--- config.mk ---
export PLATFORM = sky130hd
export DESIGN_NAME = i2c_cmd_sequencer
export DESIGN_NICKNAME = d
export VERILOG_FILES = /design/src/rtl/i2c_cmd_sequencer.sv
export SDC_FILE = /design/constraint.sdc
export NUM_CORES = 1
export LEC_CHECK = 0
export CAP_MARGIN = 20
export CORE_ASPECT_RATIO = 0.7
export CORE_MARGIN = 2
export CORE_UTILIZATION = 50
export CTS_CLUSTER_SIZE = 10
export DETAILED_ROUTE_END_ITERATION = 6
export MAX_ROUTING_LAYER = met4
export PLACE_DENSITY_LB_ADDON = 0.08
export RECOVER_POWER = 100
export SYNTH_ARGS = -nofsm -noshare
export SYNTH_HDL_FRONTEND = slang
export SYNTH_SLANG_ARGS = --single-unit
--- constraint.sdc ---
create_clock -name clk -period 2.7 [get_ports clk]
set_clock_uncertainty 0.15 [all_clocks]
set_input_delay 0.81 -clock clk [delete_from_list [all_inputs] [get_ports clk]]
set_output_delay 0.81 -clock clk [all_outputs]
set_load 0.02 [all_outputs]
--- src/rtl/i2c_cmd_sequencer.sv ---
// rtl/i2c_cmd_sequencer.sv - request FIFO and command sequencer in front of i2c_master
// Turns whole read/write transactions into ADDR/DATA/WRITE|READ pulses and returns one response each.
module i2c_cmd_sequencer #(
  parameter int DEPTH      = 4,
  parameter int PTR_W      = 2,
  parameter int START_WAIT = 15,
  parameter int TIMEOUT    = 1023
) (
  input  logic             clk,
  input  logic             rst,
  input  logic             req_valid,
  output logic             req_ready,
  input  logic             req_rw,
  input  logic [6:0]       req_addr,
  input  logic [7:0]       req_data,
  output logic             rsp_valid,
  input  logic             rsp_ready,
  output logic             rsp_rw,
  output logic [7:0]       rsp_data,
  output logic             rsp_err,
  output logic [PTR_W:0]   fifo_count,
  output logic [2:0]       m_cmd,
  output logic [7:0]       m_inp,
  input  logic [7:0]       m_out,
  input  logic             m_stat
);

  localparam int TW = (TIMEOUT > START_WAIT) ? $clog2(TIMEOUT + 1) : $clog2(START_WAIT + 1);
  localparam logic [TW-1:0]  SW_LAST = TW'(START_WAIT);
  localparam logic [TW-1:0]  TO_LAST = TW'(TIMEOUT);
  localparam logic [PTR_W:0] FULL    = (PTR_W+1)'(DEPTH);

  localparam logic [2:0] S_IDLE       = 3'd0;
  localparam logic [2:0] S_ADDR       = 3'd1;
  localparam logic [2:0] S_DATA       = 3'd2;
  localparam logic [2:0] S_GO         = 3'd3;
  localparam logic [2:0] S_WAIT_START = 3'd4;
  localparam logic [2:0] S_WAIT_DONE  = 3'd5;
  localparam logic [2:0] S_RESP       = 3'd6;

  localparam logic [2:0] CMD_NONE  = 3'd0;
  localparam logic [2:0] CMD_ADDR  = 3'd1;
  localparam logic [2:0] CMD_DATA  = 3'd2;
  localparam logic [2:0] CMD_READ  = 3'd3;
  localparam logic [2:0] CMD_WRITE = 3'd4;

  logic             fifo_rw   [DEPTH];
  logic [6:0]       fifo_addr [DEPTH];
  logic [7:0]       fifo_data [DEPTH];
  logic [PTR_W-1:0] wr_ptr, rd_ptr;
  logic [PTR_W:0]   count;

  logic [2:0]    state;
  logic [TW-1:0] timer;
  logic          cur_rw;
  logic [7:0]    cur_data;

  logic push, pop;

  assign req_ready  = (count != FULL);
  assign fifo_count = count;
  assign push       = req_valid && req_ready;
  // A pending response blocks the next start unless it is consumed on this very edge.
  assign pop        = (state == S_IDLE) && (count != '0) && (!rsp_valid || rsp_ready);

  always_ff @(posedge clk) begin
    if (push) begin
      fifo_rw[wr_ptr]   <= req_rw;
      fifo_addr[wr_ptr] <= req_addr;
      fifo_data[wr_ptr] <= req_data;
    end
  end

  always_ff @(posedge clk or posedge rst) begin
    if (rst) begin
      wr_ptr <= '0;
      rd_ptr <= '0;
      count  <= '0;
    end else begin
      if (push) wr_ptr <= wr_ptr + 1'b1;
      if (pop)  rd_ptr <= rd_ptr + 1'b1;
      case ({push, pop})
        2'b10:   count <= count + 1'b1;
        2'b01:   count <= count - 1'b1;
        default: count <= count;
      endcase
    end
  end

  // m_cmd is loaded on entry to ADDR/DATA/GO, so each command is visible for exactly the cycle the FSM sits there.
  always_ff @(posedge clk or posedge rst) begin
    if (rst) begin
      state     <= S_IDLE;
      timer     <= '0;
      cur_rw    <= 1'b0;
      cur_data  <= 8'h00;
      m_cmd     <= CMD_NONE;
      m_inp     <= 8'h00;
      rsp_valid <= 1'b0;
      rsp_rw    <= 1'b0;
      rsp_data  <= 8'h00;
      rsp_err   <= 1'b0;
    end else begin
      m_cmd <= CMD_NONE;
      if (rsp_valid && rsp_ready) rsp_valid <= 1'b0;
      case (state)
        S_IDLE: begin
          if (pop) begin
            cur_rw   <= fifo_rw[rd_ptr];
            cur_data <= fifo_data[rd_ptr];
            m_cmd    <= CMD_ADDR;
            m_inp    <= {1'b0, fifo_addr[rd_ptr]};
            state    <= S_ADDR;
          end
        end
        S_ADDR: begin
          if (cur_rw) begin
            m_cmd <= CMD_READ;
            state <= S_GO;
          end else begin
            m_cmd <= CMD_DATA;
            m_inp <= cur_data;
            state <= S_DATA;
          end
        end
        S_DATA: begin
          m_cmd <= CMD_WRITE;
          state <= S_GO;
        end
        S_GO: begin
          timer <= '0;
          state <= S_WAIT_START;
        end
        S_WAIT_START: begin
          if (m_stat) begin
            timer <= '0;
            state <= S_WAIT_DONE;
          end else if (timer == SW_LAST) begin
            rsp_valid <= 1'b1;
            rsp_rw    <= cur_rw;
            rsp_data  <= 8'h00;
            rsp_err   <= 1'b1;
            state     <= S_RESP;
          end else begin
            timer <= timer + 1'b1;
          end
        end
        S_WAIT_DONE: begin
          if (!m_stat) begin
            rsp_valid <= 1'b1;
            rsp_rw    <= cur_rw;
            rsp_data  <= cur_rw ? m_out : 8'h00;
            rsp_err   <= 1'b0;
            state     <= S_RESP;
          end else if (timer == TO_LAST) begin
            rsp_valid <= 1'b1;
            rsp_rw    <= cur_rw;
            rsp_data  <= 8'h00;
            rsp_err   <= 1'b1;
            state     <= S_RESP;
          end else begin
            timer <= timer + 1'b1;
          end
        end
        S_RESP:  state <= S_IDLE;
        default: state <= S_IDLE;
      endcase
    end
  end

endmodule

==> results of run 1 <==
[metal layers]
layer	up-vias	track usage	wire length, um
met5	-	-	0
met4	0	0.0856	118
met3	12	0.0452	265
met2	61	0.278	4060
met1	1400	0.291	4730
li1	1311	-	-
[area by class of cell]
cell class | instances | area share
clock buffer | 24 | 0.0838
sequential | 115 | 0.521
inverter | 12 | 0.00734
timing repair buffer | 76 | 0.110
clock inverter | 8 | 0.0114
tap | 124 | 0.0253
multi-input combinational | 160 | 0.240
[synthesized netlist by cell type (all sizes together)]
| library cell | number |
|---|---|
| nand4 | 1 |
| edfxtp | 64 |
| and2 | 3 |
| nor3 | 1 |
| a41oi | 2 |
| nand2b | 3 |
| o31ai | 8 |
| o41ai | 1 |
| nor4 | 2 |
| o31a | 1 |
| o21ai | 14 |
| mux2i | 2 |
| a21o | 2 |
| nor2b | 1 |
| or4 | 1 |
| a22o | 9 |
| a31oi | 1 |
| and3 | 6 |
| a22oi | 2 |
| or2 | 2 |
| mux2 | 24 |
| dfrtp | 51 |
| nand2 | 17 |
| nor2 | 10 |
| nor4b | 1 |
| mux4 | 16 |
| nand3 | 5 |
| o21bai | 1 |
| a21oi | 5 |
| xnor2 | 3 |
| xor2 | 3 |
| and3b | 1 |
| and2b | 1 |
| buf | 11 |
| a221oi | 1 |
| o22ai | 1 |
| fa | 1 |
| inv | 12 |
| ha | 6 |
| clkbuf | 1 |
| nor3b | 2 |
[where the power goes]
group | switching, mW | total [mW] | leakage [nW] | internal [mW]
logic | 1.12 | 2.34 | 0.903 | 1.21
clock network | 0.742 | 2.16 | 0.291 | 1.42
registers | 0.361 | 2.74 | 1.23 | 2.38
total | 2.23 | 7.24 | 2.42 | 5.01
[final timing paths]
path	startpoint	to	slack [ns]	depth (start not counted)
max	fifo_count[2]	fifo_count[2]	0.15	1
max reg2reg	timer[0]	rsp_data[4]	0.18	7
min	rsp_data[7]	rsp_data[7]	0.35	1
min in group asynchronous	rst	m_inp[1]	0.92	2
min reg2reg	rsp_data[7]	rsp_data[7]	0.35	1
max in group asynchronous	rst	rsp_valid	0.45	3
[cells by family (layout without fill, tap and decap cells)]
kind of cell | after synthesis | after routing
flip-flops | 115 | 115
buffers and inverters | 24 | 120
multiplexers | 42 | 42
XOR/XNOR | 6 | 6
adder cells (fa/ha/maj) | 7 | 7
AND/OR/NAND/NOR | 57 | 57
AO/OA/AOI/OAI | 48 | 48
[state kept, by name, indices dropped and copies added, names as in the netlist, 4 cells and up]
signal	cells
fifo_rw	4
cur_data	8
fifo_addr	28
rsp_data	8
m_inp	8
timer	10
fifo_data	32
[what timing repair did]
item                       4_1_cts  5_1_grt
resized for setup                1        0
pin swaps                        0        1
cloned                           0        0
setup endpoints to repair        1        1
hold endpoints to repair         0        0
[through the flow]
step	hold slack [ns]	cells
floorplan	0.320	299
finish	0.347	519
global placement	0.337	487
global route	0.358	519
detailed placement	0.340	487
CTS	0.355	519
==> key figures, run 1 <==
Timing
  • Final Cycle Share: 0.944
  • Max Slew Vio Count: 0
  • Final Hold Fails: 0
  • Slew HR: 0.371
  • Max Freq: ~400 MHz
  • Post-Route Setup TNS: 0 ns
  • Unrepaired setup endpoints after global routing: false
  • Final setup vio count: 0
  • Final worst path period need: roughly 2.5 ns
  • PnR worst setup slack: ~0.15 ns
  • Worst slew pin tran: between 0.9 and 1 ns

Power
  • Pwr/cell area: 1180 nW/um^2
  • Leak: about 2.4 nW
  • Peak supply drop: between 0.6 and 0.7 mV
  • Design Power: between 7 and 8 mW

Worst setup path
  • Crit path cell chain: dlygate4sd3_1
  • CP delay by family, top: buffers and inverters
  • Crit path arrival time: roughly 1.6 ns
  • CP max stage delay: roughly 0.7 ns
  • Crit path max fanout: 5
  • CP bufs+invs: 1
  • Startpoint class of the critical path: flip-flop
  • Critical Path RT: between 1.5 and 2 ns
  • Critical path class: reg -> out
  • CP max stage cell: dlygate4sd3_1
  • CP endpoint kind: output pin

Outcome
  • Status: finished, final reports clean

Placed design
  • Detailed placement HPWL: 5.88 mm
  • Port Buffers: 54
  • GPL Wtd Cong: 0.786
  • Instance area at placement: approximately 5600 sq um
  • Pre-CTS setup slack: -0.380 ns

Synth
  • Adder-cell share of the synthesized area: 0.0200
  • Synthesized Nets: 335
  • Top post-synthesis cells by area: edfxtp_1, dfrtp_1, mux4_2
  • Xor and xnor area share after synthesis: 0.0111
  • Post-synthesis register bit count: roughly 120
  • Mapped Cells: about 300
  • Complex-gate fraction of the synthesized area: 0.0712
  • Area leader, netlist: edfxtp_1
  • Distinct cells, synth: between 40 and 50
  • Average cell area after synthesis: between 15 and 20 sq um
  • Synth Cell Area: between 4000 and 5000 sq um
  • Sequential share of the synthesized area: 0.674
  • Multiplexer area fraction after synthesis: 0.137
  • Synth top area share: 0.405
  • Ys Warns: 0
  • Largest family of logic cells by synthesized area: multiplexers
  • Simple-gate share of the synthesized area: 0.0633

Final layout
  • Layout cells sized above 1: 0.235
  • Area of the multi-input gates: 1480 sq um
  • Area occupied by registers: roughly 3200 sq um
  • Most frequent cells in the layout: edfxtp_1, dfrtp_1, dlygate4sd3_1
  • Core Util, Final: 0.671
  • Fillers: 635
  • Design Area, Final: approximately 6100 sq um
  • Nets@finish: around 420
  • Antenna cells: 0
  • Synth-to-layout area growth: 29.3%
  • Commonest non-fill, non-tap cell in the layout: edfxtp_1

Routing
  • Drt total wl: roughly 9.2 mm
  • TritonRoute pass-1 iters: 4
  • Iteration-0 DRC Markers: 192
  • DRC violations left: 0
  • ANT nets after route: 0
  • WL/cell: 17.7 um
  • Via density: 5.36
  • Via count: approximately 2,800

Min path
  • Min-delay worst type: reg -> reg

Floorplan
  • Core area: just over 9000 sq um
  • DIE WIDTH: ~120 um
  • Die ar.: around 10,000 sq um
  • I/O pins: 55
  • Starting Density: 0.519
  • Site row count: 29
  • Die Y: 85.5 um

Flow run
  • Maxcap violations: 0

Global routing
  • Vias in the first global route: 2,846
  • Tot GR Track Use: 0.201
  • First-pass GRT wire length: about 15 mm
  • Pin count of the biggest net entering global routing: 25
  • Antenna violations before repair: 0
  • GR Overflow Total: 0

Clock tree
  • Clock buffer count from CTS: 17
  • Clk slew on worst S/H paths: 0.05 ns
  • Clock Latency Late Sink: roughly 0.4 ns
  • Clock Sinks: 115
  • Clk buf depth: 2
  • CTS Root Cell: clkbuf_16
  • Setup Buffers After CTS: 0
  • CTS tree: built
  • H-tree lvl count: 4
  • CTS hold repair buffers: 0
(Power assumes the default switching activity.)
==> run 2, diff against run 1 <==
Settings changed: CORE_UTILIZATION 50 to 55.
==> run 2 against run 1 <==
Net effect:
- wire length down 0.78%
- combinational power about the same
- critical endpoint is now fifo_count[2]
- global-route usage up 2.2 points
==> key figures, run 2 (synthesized netlist as in run 1, its figures left out) <==
Outcome
  • Status: finished, final reports clean

Power
  • Share of power burned in registers: 0.367 (-0.012)
  • Leak: 2.41 nW (-0.62%)
  • Combinational power share: 0.317 (-0.006)
  • Clk pwr share: 0.316 (+0.018)
  • Switching power total: 2.24 mW (+0.46%)
  • Pwr/cell area: 1200 nW/um^2 (+1.8%)
  • Int Pwr: 5.13 mW (+2.3%)
  • Switch share: 0.304 (-0.00386)
  • Peak supply drop: 0.790 mV (+16%)

Placed design
  • Pre-CTS setup slack: -0.383 ns (-0.00230 ns)
  • Instance area at placement: 5570 sq um (-0.69%)
  • Detailed placement HPWL: 5.75 mm (-2.3%)
  • Port Buffers: 54 (unchanged)
  • GPL Wtd Cong: 0.780 (-0.80%)

Global routing
  • First-pass GRT wire length: 14.6 mm (-1.3%)
  • Antenna violations before repair: 0 (unchanged)
  • GR Overflow Total: 0 (unchanged)
  • Tot GR Track Use: 0.223 (+0.0218)
  • Vias in the first global route: 2,749 (-3.4%)
  • Pin count of the biggest net entering global routing: 52 (+110%)

Final layout
  • Design Area, Final: 6130 sq um (-0.10%)
  • Commonest non-fill, non-tap cell in the layout: edfxtp_1
  • Area of the multi-input gates: 1470 sq um (-0.59%)
  • Layout cells sized above 1: 0.239 (+0.00374)
  • Largest Register: fifo_data
  • Synth-to-layout area growth: 29.2%
  • Core Util, Final: 0.729 (+0.0580)
  • Max reg flops: 32 (unchanged)
  • Nets@finish: 416 (-0.48%)
  • Biggest regs: fifo_data x32, fifo_addr x28, timer x10
  • Most frequent cells in the layout: edfxtp_1, dfrtp_1, dlygate4sd3_1
  • Fillers: 581 (-8.5%)
  • Antenna cells: 0 (unchanged)
  • Area occupied by registers: 3200 sq um (unchanged)

Floorplan
  • Starting Density: 0.564 (+0.0454)
  • Die Y: 81.7 um (-4.4%)
  • Core area: 8410 sq um (-8.0%)
  • DIE WIDTH: 115 um (-4.5%)
  • I/O pins: 55 (unchanged)
  • Site row count: 28 (-3.4%)
  • Die ar.: 9400 sq um (-8.7%)

Routing
  • Via density: 5.56 (+3.7%)
  • Iteration-0 DRC Markers: 210 (+9.4%)
  • WL/cell: 18.3 um (+3.4%)
  • Via count: 2,771 (-0.47%)
  • DRC violations left: 0 (unchanged)
  • Drt total wl: 9.10 mm (-0.78%)
  • TritonRoute pass-1 iters: 4 (unchanged)
  • ANT nets after route: 0 (unchanged)

Clock tree
  • CTS tree: built
  • H-tree lvl count: 4 (unchanged)
  • Clk buf depth: 2 (unchanged)
  • CTS Root Cell: clkbuf_16
  • Clock Latency Late Sink: 0.41 ns (about the same)
  • Setup Buffers After CTS: 0 (unchanged)
  • Clock buffer count from CTS: 17 (unchanged)
  • Clk slew on worst S/H paths: 0.05 ns (about the same)
  • Clock Sinks: 115 (unchanged)

Worst setup path
  • CP max stage cell: clkdlybuf4s50_1
  • CP bufs+invs: 2 (+1)
  • Crit path arrival time: 2.76 ns (+1.17 ns)
  • Crit path max fanout: 2 (-3)
  • Crit path top cell by count: xor2_1
  • CP endpoint kind: flip-flop
  • Startpoint class of the critical path: input port
  • CP max stage delay: 0.44 ns (-0.28 ns)
  • Critical path class: in -> reg
  • Crit path cell chain: clkdlybuf4s50_1, nand2b_1, o31ai_1, nor4_4, ha_4, inv_1, fa_2, xor2_1, nor2_1, xor2_1
  • CP delay by family, top: adder cells
  • Critical Path RT: 2.88 ns (+1.14 ns)

Timing
  • WHS: 0.345 ns (-0.00139 ns)
  • PnR worst setup slack: 0.116 ns (-0.0350 ns)
  • Max Slew Vio Count: 0 (unchanged)
  • Max Freq: 387 MHz (-1.4%)
  • Worst slew pin tran: 1.28 ns (+0.333 ns)
  • Slew HR: 0.149 (-0.221)
  • Final Cycle Share: 0.957 (+0.0130)
  • Final Hold Fails: 0 (unchanged)
  • Unrepaired setup endpoints after global routing: false
  • Final setup vio count: 0 (unchanged)
  • Final worst path period need: 2.58 ns (+0.0350 ns)

Flow run
  • Maxcap violations: 0 (unchanged)

Min path
  • Min-delay worst type: reg -> reg
run 2: layout make-up:
| type | count | share of cell area |
|---|---|---|
| clock buffer | 18 | 0.0717 |
| clock inverter | 14 | 0.0304 |
| inverter | 12 | 0.00735 |
| multi-input combinational | 160 | 0.239 |
| sequential | 115 | 0.522 |
| tap | 105 | 0.0214 |
| timing repair buffer | 74 | 0.108 |
run 2: metal layers:
| metal | global-route usage | vias to the layer above | wire (um) |
|---|---|---|---|
| met5 | - | - | 0 |
| li1 | - | 1303 | - |
| met2 | 0.310 | 67 | 4140 |
| met4 | 0.0940 | 0 | 93 |
| met3 | 0.0598 | 7 | 442 |
| met1 | 0.314 | 1394 | 4430 |
run 2: worst reg2reg max path: cells and delay by family, from the launching register on:
family          cells  cell delay [ns]
compound gates      2             0.47
simple gates        3             0.81
flops               1             0.40
buf+inv             1             0.26
fa+ha+maj           1             0.24
run 2: what timing repair did:
item                                    CTS  global route
pin swaps                                 0             1
hold buffers                              0             0
resized for setup                         1             0
endpoints found under the setup margin    1             1
run 2: path summary, 6_finish.rpt:
| check | end | slack [ns] | startpoint | cells past startpoint |
|---|---|---|---|---|
| max | fifo_count[2] | 0.12 | rsp_ready | 10 |
| max in group asynchronous | m_cmd[2] | 0.51 | rst | 3 |
| min in group asynchronous | timer[3] | 1.13 | rst | 3 |
| max reg2reg | rsp_data[0] | 0.25 | timer[0] | 7 |
| min reg2reg | rsp_data[5] | 0.35 | rsp_data[5] | 1 |
| min | rsp_data[5] | 0.35 | rsp_data[5] | 1 |
run 2: stage by stage:
stage               power, mW  std cells  setup TNS, ns
finish                   7.37        498              0
global route             7.76        498              0
CTS                      7.56        498              0
detailed placement       5.20        466          -1.25
global placement         5.12        466         -0.911
floorplan                4.31        299              0
run 2: power by group through the flow:
stage	Combinational, mW	Sequential, mW	Clock [mW]
floorplan	1.50	2.81	0
detailed placement	2.45	2.75	0
CTS	2.47	2.73	2.36
finish	2.33	2.71	2.33
global placement	2.39	2.73	0
global route	2.54	2.77	2.44
==> run 3, diff against run 2 <==
Settings changed: ABC_AREA set to 1, CORE_UTILIZATION 55 to 56.
==> run 3 against run 2 <==
Net effect:
- final cell count increased by 40%
- worst setup slack improved by 0.017 ns
- non-clock buffer count decreased by 6
- via count increased by 36%
- global-route usage increased by 3.4 points
- fmax increased by 0.64%
- wire length increased by 23%
- critical path depth decreased by 7
- critical endpoint is now req_ready
==> key figures, run 3 <==
Power
  • Peak supply drop: 0.702 mV (-11%)
  • Pwr/cell area: 1180 nW/um^2 (-2.1%)
  • Leak: 2.72 nW (+13%)
  • Design Power: 7.36 mW (about the same)

Clock tree
  • Clock Latency Late Sink: 0.40 ns (about the same)
  • Clock buffer count from CTS: 17 (unchanged)
  • CTS Root Cell: clkbuf_16
  • CTS hold repair buffers: 0 (unchanged)
  • Clk slew on worst S/H paths: 0.05 ns (about the same)
  • Setup Buffers After CTS: 0 (unchanged)
  • Clock Sinks: 115 (unchanged)
  • Cts repair resizes: 0 (-1)
  • Clk buf depth: 2 (unchanged)
  • H-tree lvl count: 4 (unchanged)
  • CTS tree: built

Final layout
  • Synth-to-layout area growth: 24.5%
  • Largest Register: fifo_data
  • Layout cells sized above 1: 0.0829 (-0.156)
  • Antenna cells: 0 (unchanged)
  • Most frequent cells in the layout: nand2_1, edfxtp_1, dfrtp_1
  • Biggest regs: fifo_data x32, fifo_addr x28, timer x10
  • Area occupied by registers: 3200 sq um (unchanged)
  • Area of the multi-input gates: 1530 sq um (+4.3%)
  • Final non-filler cell total: 699 (+40%)
  • Commonest non-fill, non-tap cell in the layout: nand2_1
  • Nets@finish: 602 (+45%)
  • Max reg flops: 32 (unchanged)
  • Fillers: 628 (+8.1%)
  • Core Util, Final: 0.728 (about the same)

Routing
  • ANT nets after route: 0 (unchanged)
  • Via count: 3,780 (+36%)
  • DRC violations left: 0 (unchanged)
  • Drt total wl: 11.2 mm (+23%)
  • Via density: 5.41 (-2.8%)
  • WL/cell: 16.0 um (-12%)
  • TritonRoute pass-1 iters: 5 (+1)
  • Iteration-0 DRC Markers: 284 (+35%)

Synth
  • Area leader, netlist: edfxtp_1
  • Most common library cells after synthesis: nand2_1, edfxtp_1, dfrtp_1, nor2_1, nand3_1
  • Synth top area share: 0.383 (-0.0223)
  • Number of flops mapped to enable cells by yosys: 64 (unchanged)
  • Synth Flop Type: edfxtp_1
  • Synthesized Nets: 530 (+58%)
  • Mapped Cells: 494 (+65%)
  • Count leader, synth: nand2_1
  • Average cell area after synthesis: 10.2 sq um (-36%)
  • Sequential share of the synthesized area: 0.637 (-0.0371)
  • Distinct cells, synth: 33 (-31%)
  • Post-synthesis async set-or-reset flop share: 0.443 (unchanged)
  • Ys Warns: 0 (unchanged)
  • Synth Cell Area: 5020 sq um (+5.8%)
  • Post-synthesis register bit count: 115 (unchanged)
  • Top post-synthesis cells by area: edfxtp_1, dfrtp_1, nand2_1

Worst setup path
  • Startpoint class of the critical path: flip-flop
  • Critical Path RT: 1.74 ns (-1.14 ns)
  • Crit path arrival time: 1.61 ns (-1.15 ns)
  • CP endpoint kind: output pin
  • Crit path max fanout: 3 (+1)
  • Critical path class: reg -> out

Floorplan
  • Core area: 8580 sq um (+2.1%)
  • Starting Density: 0.585 (+0.0207)
  • DIE WIDTH: 117 um (+1.9%)
  • Die ar.: 9750 sq um (+3.8%)
  • Die Y: 83.2 um (+1.9%)
  • Site row count: 28 (unchanged)
  • I/O pins: 55 (unchanged)

Timing
  • Max Freq: 389 MHz (+0.64%)
  • Final Hold Fails: 0 (unchanged)
  • Unrepaired setup endpoints after global routing: false
  • Final setup vio count: 0 (unchanged)
  • Post-Route Setup TNS: 0 ns (unchanged)
  • Max Slew Vio Count: 0 (unchanged)
  • Worst slew pin tran: 1.32 ns (+0.0410 ns)
  • Final Cycle Share: 0.951 (-0.00611)
  • Final worst path period need: 2.57 ns (-0.0165 ns)
  • PnR worst setup slack: 0.132 ns (+0.0165 ns)
  • Slew HR: 0.122 (-0.0273)

Min path
  • Min-delay worst type: reg -> reg

Global routing
  • GR Overflow Total: 0 (unchanged)
  • Antenna violations before repair: 0 (unchanged)
  • Pin count of the biggest net entering global routing: 52 (unchanged)
  • Vias in the first global route: 3,691 (+34%)
  • First-pass GRT wire length: 18.3 mm (+25%)
  • Tot GR Track Use: 0.257 (+0.0340)

Outcome
  • Status: finished, final reports clean

Placed design
  • Placed Cells: 667 (+43%)
  • Detailed placement HPWL: 7.21 mm (+25%)
  • Port Buffers: 54 (unchanged)
  • GPL Wtd Cong: 0.939 (+20%)
  • Pre-CTS setup slack: -0.169 ns (+0.214 ns)

Flow run
  • Maxcap violations: 0 (unchanged)
-- run 3: cell types whose count changed after synthesis, moves of 7 or more --
cell and delta:
a22o_1 -9, inv_1 +24, mux2_2 -24, mux4_2 -16, nand2_1 +122, nand3_1 +38, nor2_1 +36, o21ai_0 +23
o22ai_1 +7, o31ai_1 -8
-- run 3: logic make-up (layout without fill, tap and decap cells) --
family / after synthesis / count (layout) / synth area share
compound gates: 56 / 56 / 0.0586
xor+xnor: 8 / 8 / 0.0140
fa+ha+maj: 7 / 7 / 0.0189
buf+inv: 57 / 142 / 0.0466
flops: 115 / 115 / 0.637
simple gates: 251 / 251 / 0.225
-- run 3: area by class of cell --
type,instances,area share
inverter,42,0.0256
clock inverter,14,0.0268
timing repair buffer,68,0.0989
multi-input combinational,322,0.245
tap,120,0.0240
sequential,115,0.512
clock buffer,18,0.0686
-- run 3: worst paths after layout --
| kind | from | to | slack (ns) | depth (start not counted) |
|---|---|---|---|---|
| setup / recovery | fifo_count[0] | req_ready | 0.13 | 3 |
| hold / removal | rsp_rw | rsp_rw | 0.32 | 2 |
| setup reg to reg | state[1] | fifo_count[2] | 0.54 | 11 |
| hold reg to reg | rsp_rw | rsp_rw | 0.32 | 2 |
| max in group asynchronous | rst | m_inp[4] | 0.44 | 3 |
| min in group asynchronous | rst | rsp_data[7] | 1.14 | 3 |
-- run 3: critical path, cell delays in order, from the launching register on --
cell and delay, ns:
dfrtp_1 0.39, inv_1 0.10, nand3_1 0.11, clkdlybuf4s50_1 0.61
-- run 3: metal layers --
layer,vias to the layer above,global-route usage,routed length [um]
li1,1791,-,-
met1,1781,0.371,5190
met2,187,0.359,4890
met3,21,0.0606,924
met4,0,0.0888,199
met5,-,-,0
-- run 3: where the power goes --
part           internal, mW  total [mW]  switching, mW
combinational         0.829        2.53           1.70
clock                  1.52        2.24          0.728
sequential             2.37        2.58          0.208
total                  4.72        7.36           2.64
-- run 3: per-stage QoR --
stage	hold slack (ns)	cell area (sq um)
final	0.318	6250
after global routing	0.340	6250
after CTS	0.329	6380
after detailed placement	0.312	5780
after global placement	0.304	5780
after floorplan	0.321	5020
